### src/rtl/amp_ctrl_pkg.sv
// Shared constants, state codes and step helpers for the amplitude fade controller.
package amp_ctrl_pkg;

  localparam logic [1:0] AMP_FULL = 2'b00;
  localparam logic [1:0] AMP_MIN  = 2'b11;

  typedef logic [0:0] fade_state_t;
  localparam fade_state_t ST_IDLE = 1'b0;
  localparam fade_state_t ST_FADE = 1'b1;

  // dir = 1 fades out toward the quietest code, dir = 0 fades back in to full.
  function automatic logic [1:0] fade_target(input logic dir);
    return dir ? AMP_MIN : AMP_FULL;
  endfunction

  // One code toward the target, saturating so the code can never wrap.
  function automatic logic [1:0] step_toward(input logic [1:0] amp, input logic dir);
    if (dir)
      return (amp == AMP_MIN) ? AMP_MIN : amp + 2'd1;
    else
      return (amp == AMP_FULL) ? AMP_FULL : amp - 2'd1;
  endfunction

endpackage

### src/rtl/amp_fade_ctrl_tick_div.sv
// Dwell divider: counts ticks up to limit, then strobes wrap and restarts from zero.
module tick_div #(
  parameter int W = 8
) (
  input  logic         clk,
  input  logic         rst_n,
  input  logic         tick,
  input  logic         clear,
  input  logic [W-1:0] limit,
  output logic         wrap
);

  localparam logic [W-1:0] ONE = W'(1);

  logic [W-1:0] count_reg;

  assign wrap = tick && !clear && (count_reg == limit);

  always_ff @(posedge clk or negedge rst_n) begin
    if (!rst_n) begin
      count_reg <= '0;
    end else if (clear) begin
      count_reg <= '0;
    end else if (tick) begin
      count_reg <= (count_reg == limit) ? '0 : count_reg + ONE;
    end
  end

endmodule

### src/rtl/amp_fade_ctrl.sv
// Steps a 2-bit amplitude-select code toward full or minimum, one code every
// (dwell+1) sample ticks, with abort, direct load and a completion pulse.
module amp_fade_ctrl
  import amp_ctrl_pkg::*;
#(
  parameter int DWELL_W = 8
) (
  input  logic               clk,
  input  logic               rst_n,
  input  logic               sample_tick,
  input  logic               start,
  input  logic               dir,
  input  logic [DWELL_W-1:0] dwell,
  input  logic               abort,
  input  logic               load,
  input  logic [1:0]         manual_amp,
  output logic [1:0]         amp,
  output logic               busy,
  output logic               done
);

  fade_state_t        state_reg, state_next;
  logic [1:0]         amp_reg, amp_next;
  logic               done_reg, done_next;
  logic               busy_reg;
  logic               dir_reg, dir_next;
  logic [DWELL_W-1:0] dwell_reg, dwell_next;
  logic               step_en;

  // Counter is held cleared while idle, so every fade starts from a zero count.
  tick_div #(.W(DWELL_W)) u_tick_div (
    .clk   (clk),
    .rst_n (rst_n),
    .tick  (sample_tick && (state_reg == ST_FADE)),
    .clear (state_reg == ST_IDLE),
    .limit (dwell_reg),
    .wrap  (step_en)
  );

  always_comb begin
    state_next = state_reg;
    amp_next   = amp_reg;
    done_next  = 1'b0;
    dir_next   = dir_reg;
    dwell_next = dwell_reg;
    if (state_reg == ST_IDLE) begin
      if (start) begin
        if (amp_reg == fade_target(dir)) begin
          done_next = 1'b1;
        end else begin
          state_next = ST_FADE;
          dir_next   = dir;
          dwell_next = dwell;
        end
      end else if (load) begin
        amp_next = manual_amp;
      end
    end else begin
      // abort outranks a coincident step; the step is simply dropped
      if (abort) begin
        state_next = ST_IDLE;
      end else if (step_en) begin
        amp_next = step_toward(amp_reg, dir_reg);
        if (amp_next == fade_target(dir_reg)) begin
          state_next = ST_IDLE;
          done_next  = 1'b1;
        end
      end
    end
  end

  always_ff @(posedge clk or negedge rst_n) begin
    if (!rst_n) begin
      state_reg <= ST_IDLE;
      amp_reg   <= AMP_FULL;
      done_reg  <= 1'b0;
      busy_reg  <= 1'b0;
      dir_reg   <= 1'b0;
      dwell_reg <= '0;
    end else begin
      state_reg <= state_next;
      amp_reg   <= amp_next;
      done_reg  <= done_next;
      busy_reg  <= (state_next == ST_FADE);
      dir_reg   <= dir_next;
      dwell_reg <= dwell_next;
    end
  end

  assign amp  = amp_reg;
  assign busy = busy_reg;
  assign done = done_reg;

endmodule

### config.mk
export PLATFORM = sky130hd
export DESIGN_NAME = amp_fade_ctrl
export DESIGN_NICKNAME = d
export VERILOG_FILES = /design/src/rtl/amp_ctrl_pkg.sv /design/src/rtl/amp_fade_ctrl_tick_div.sv /design/src/rtl/amp_fade_ctrl.sv
export SDC_FILE = /design/constraint.sdc
export NUM_CORES = 1
export LEC_CHECK = 0
export ABC_CLOCK_PERIOD_IN_PS = 1900
export CAP_MARGIN = 20
export CELL_PAD_IN_SITES_DETAIL_PLACEMENT = 2
export CELL_PAD_IN_SITES_GLOBAL_PLACEMENT = 2
export CORE_ASPECT_RATIO = 0.75
export CORE_MARGIN = 8
export CORE_UTILIZATION = 32
export CTS_CLUSTER_DIAMETER = 30
export DETAILED_ROUTE_END_ITERATION = 8
export PLACE_DENSITY_LB_ADDON = 0.12
export SETUP_SLACK_MARGIN = 0.3
export SLEW_MARGIN = 20
export SYNTH_ARGS = -nofsm -noshare
export SYNTH_HDL_FRONTEND = slang
export SYNTH_SLANG_ARGS = --single-unit
### constraint.sdc
create_clock -name clk -period 1.9 [get_ports clk]
set_input_delay 0.38 -clock clk [delete_from_list [all_inputs] [get_ports clk]]
set_output_delay 0.38 -clock clk [all_outputs]
set_load 0.02 [all_outputs]
# == After elaboration in Yosys (flattened, before gate mapping) ==
# Cells that the tools add are included.
# classes
add_sub_neg,3
eq_ne,8
n_mux,28
bitwise,2
n_reduce_logical,7
# op_table
cell,count
two-way mux 2 bit,13
two-way mux 8 bit,3
two-way mux 1 bit,12
"adder 8 x 1 -> 8 bit, second input constant",1
equality test 8 bit,1
"inequality test 2 x 1 -> 1 bit, second input constant",3
equality test 2 bit,2
AND reduction 4 bit,1
logical AND 1 bit,3
AND reduction 3 bit,1
"adder 2 x 1 -> 2 bit, second input constant",1
"equality test 2 bit, second input constant",1
logical NOT 2 bit,1
"inequality test 2 bit, second input constant",1
inverter 1 bit,2
nonzero test 2 bit,1
"subtractor 2 x 1 -> 2 bit, second input constant",1
# word_totals
reg_bits,21
in_bits,17
out_inout_bits,4

# == Logic depth before layout (Yosys ltp) ==
# logic_depth
ltp_word,11
mapped_depth,6

# == By module ==
# A second synthesis with hierarchy kept.
# hier_totals
hier_cells,140
hier_area_um2,1393.8
# by_module_without_submodules
module,n_inst,cells_per_inst,area_per_inst_um2
amp_fade_ctrl,1,83,868.3
tick_div,1,57,525.5

# == Least setup slack after synthesis ==
# Ideal clock, no wire load.
# synth_timing
kind,register to register
from,reg amp_reg[0] (netlist: amp[0])
to,reg dwell_reg[0]
setup_ns,0.125
t_arrival_ns,1.581
required_time_ns,1.775
path_slack_ns,0.194
stages_incl_launch_ff,5
synth_period_minus_slack_ns,1.706
path_cell_list,dfrtp_1 -> buf_2 -> and3_1 -> nor3_2 -> mux2_2
# synth_between
elab_chain_len,3
# synth_rtl
element,line,rtl
"start, declared",amp_fade_ctrl.sv:23,"logic [1:0] amp_reg, amp_next;"
"start signal, assigned",amp_fade_ctrl.sv:82,amp_reg <= amp_next;
equality test 2 bit,amp_fade_ctrl.sv:48,if (amp_reg == fade_target(dir)) begin
inverter 1 bit (no line),n/a,
AND reduction 3 bit (no line),n/a,
"end signal, assigned",amp_fade_ctrl.sv:86,dwell_reg <= dwell_next;
"end, declared",amp_fade_ctrl.sv:27,"logic [DWELL_W-1:0] dwell_reg, dwell_next;"
# No other way between the ends.
# A chain may end at the register's enable or synchronous reset.

# == Final worst setup path ==
# layout_timing
from,reg dwell_reg[1]
to,reg u_tick_div.count_reg[5]
# layout_between
elab_chain_len,4
# layout_rtl
element,line,rtl
equality test 8 bit,amp_fade_ctrl_tick_div.sv:25,count_reg <= (count_reg == limit) ? '0 : count_reg + ONE;
two-way mux 8 bit,amp_fade_ctrl_tick_div.sv:25,
two-way mux 8 bit,amp_fade_ctrl_tick_div.sv:24,end else if (tick) begin
two-way mux 8 bit,amp_fade_ctrl_tick_div.sv:22,end else if (clear) begin
"end signal, assigned",amp_fade_ctrl_tick_div.sv:25,
"end, declared",amp_fade_ctrl_tick_div.sv:15,logic [W-1:0] count_reg;
# No other way between the ends. The select of a mux whose other input is x is not followed.

==> key figures <==
Final layout
  – Final Core Density: 46.9%
  – Final net count: 171
  – Commonest non-fill, non-tap cell in the layout: dfrtp_1
  – ANT cells: 0
  – Post-Layout Cell Count: between 150 and 200
  – Syn-to-layout area delta: 44.3%
  – Commonest non-fill, non-tap cells in the layout: dfrtp_1, clkdlybuf4s50_1, buf_4, nand2_1
  – Fill cells: 380
  – Share of cells above drive strength 1: a little over a quarter

STA
  – Max Freq: 575 MHz
  – Final hold vios: 0
  – Hold slack: 467 ps
  – Slew Limit Fails: 0
  – RSZ-0062 raised after global routing: yes
  – Slew headroom: 78.8%
  – Final period utilization: approximately nine tenths
  – Setup-failing EPs final: 0
  – Fin Setup TNS: 0 ps
  – Layout Skew: 6.63 ps
  – Worst-Margin Slew: 316 ps
  – Fin crit period: approximately 1700 ps

Routing
  – Drt first-iter violations: 17
  – Via count: 1011
  – First drt pass iteration count: 4
  – DRC: 0
  – Via density: approximately 5.2
  – Antenna-violating nets left: 0
  – Routed WL per cell: 18.6 microns
  – Detailed Route WL: 3600 microns

Die
  – Die Span Y: around 68 microns
  – Io pins: 21
  – Core area: 3540 sq um
  – Width of the die: 85.3 microns
  – FP Rows: 19
  – Initial Utilization: between 30% and 40%
  – Die footprint: slightly below 6000 sq um

Yosys
  – Unique masters post-synth: 32
  – Dominant synthesized flop cell: dfrtp_1
  – #FFs+latches synth: 21
  – Sequential fraction of the synthesis area: 45.7%
  – Syn Nets: 133
  – Cells after synthesis: 115
  – Syn avg cell area: 10.0 sq um
  – Ys async rst share: 100%
  – Mapped Area: approximately 1200 sq um
  – Post-synth EDFFs: 0
  – Synth warn: 0

GRT
  – Largest net degree at the start of global routing: 22
  – First-pass GRT wire length: 5730 microns
  – Vias in the first global route: 1122
  – Gr ovfl total: 0
  – Initial antenna violation count: 0
  – Tot GR Track Use: 12.8%

Clock tree
  – Clock tree buffer depth: 2
  – TritonCTS Sinks: 21
  – Hold buffer count at CTS: 0
  – CTS clock-pin slew for the worst setup and hold paths: ~80 ps
  – Clock root buffer: clkbuf_8
  – Htree depth: 1
  – Clock buffer count from CTS: 3
  – Skew-Pair Late Insertion Delay: ~260 ps
  – CTS tree: done

Power
  – LEAKAGE: 0.719 nW
  – P per Cell Area: 1230 nW/um^2
  – Worst VDD drop: 0.000539 V

Worst setup path
  – Slowest cell on crit path: dfrtp_1
  – Critical Path Fanout Max: 6
  – Critical setup path kind: register to register
  – CP endpoint kind: register
  – Worst setup SP type: register
  – Req. time, crit path: 2040 ps
  – Critical path data arrival time: 1880 ps
  – Crit-path cells: xnor2_1 -> nand4_1 -> o311ai_4 -> buf_12 -> nor3_1 -> a211o_1
  – CP max stage delay: 410 ps

Place
  – DP HPWL: between 2000 and 3000 microns
  – Placed Cells incl. Taps: 182
  – RePlAce Congestion: 0.771
  – Input/output buffers: 20

Outcome
  – Run status: completed

Hold path
  – Worst Hold Class: input pin to asynchronous set/reset pin

Flow run
  – Max-capacitance violation count: 0
## what timing repair did
| action | CTS | global route |
|---|---|---|
| gates resized for setup | 7 | 14 |
| endpoints found under the setup margin | 18 | 18 |
| pin swaps | 7 | 8 |
| buffers inserted | 6 | 2 |
## cell families after synthesis
family / after synthesis / synth area share, %
and+or+nand+nor: 40 / 17.5
AOI/OAI and AO/OA: 24 / 15.0
DFF: 21 / 45.7
xor gates and xnor gates: 11 / 8.37
buffers and inverters: 9 / 3.69
muxes: 8 / 7.83
adders and majority gates: 2 / 1.96
## critical path, delay by kind of cell (launching register included)
family | cells | cell delay (ps)
compound gates | 2 | 580
xor+xnor | 1 | 210
buf+inv | 1 | 160
flops | 1 | 410
simple gates | 2 | 270
## per-stage QoR
| stage | setup slack, ps | area, sq um | power (mW) |
|---|---|---|---|
| after floorplan | 299 | 1160 | 1.28 |
| after global placement | 42.2 | 1470 | 1.58 |
| after detailed placement | -0.388 | 1470 | 1.64 |
| after CTS | 169 | 1590 | 1.98 |
| after global routing | 87.6 | 1660 | 2.19 |
| final | 162 | 1660 | 2.04 |
## cell type report
| class | instances | area, sq um | share of cell area (%) |
|---|---|---|---|
| repair buffers | 38 | 369 | 22.2 |
| inverters | 4 | 15.0 | 0.904 |
| clock buffers | 4 | 45.0 | 2.71 |
| well taps | 42 | 52.6 | 3.16 |
| multi-input cells | 85 | 653 | 39.3 |
| flip-flops and latches | 21 | 527 | 31.7 |
## report_power, final
part,internal [mW],switching (mW),total [mW]
clock network,0.149,0.145,0.294
registers,0.598,0.182,0.780
logic,0.507,0.458,0.966
total,1.26,0.785,2.04
## path summary, 6_finish.rpt
check	start	end	slack, ps	depth (start not counted)
min reg2reg	dwell_reg[5]	dwell_reg[5]	540	1
min in group clk	dwell_reg[5]	dwell_reg[5]	540	1
max	dwell_reg[1]	u_tick_div.count_reg[5]	160	6
max in group asynchronous	rst_n	amp[0]	1190	2
min	rst_n	u_tick_div.count_reg[7]	470	2
max reg2reg	dwell_reg[1]	u_tick_div.count_reg[5]	160	6
## Yosys cell counts, drive strengths merged, types with 3 or more instances
cell | number | share of area [%]
inv | 4 | 1.3
nand2b | 4 | 2.2
xnor2 | 10 | 7.6
and3 | 3 | 1.6
nor3 | 6 | 3.5
nand3 | 5 | 2.2
nor2 | 6 | 2.0
mux2 | 8 | 7.8
nand2 | 12 | 3.9
dfrtp | 21 | 46
clkbuf | 3 | 0.98
o21ai | 7 | 3.0
## per-layer routing
metal	global-route usage (%)	part of all wire [%]	vias up
met2	21.0	48	21
li1	-	-	479
met3	3.72	4.0	4
met4	2.61	0.58	0
met1	16.5	47	507
met5	0	0	-
(Power assumes the default switching activity.)
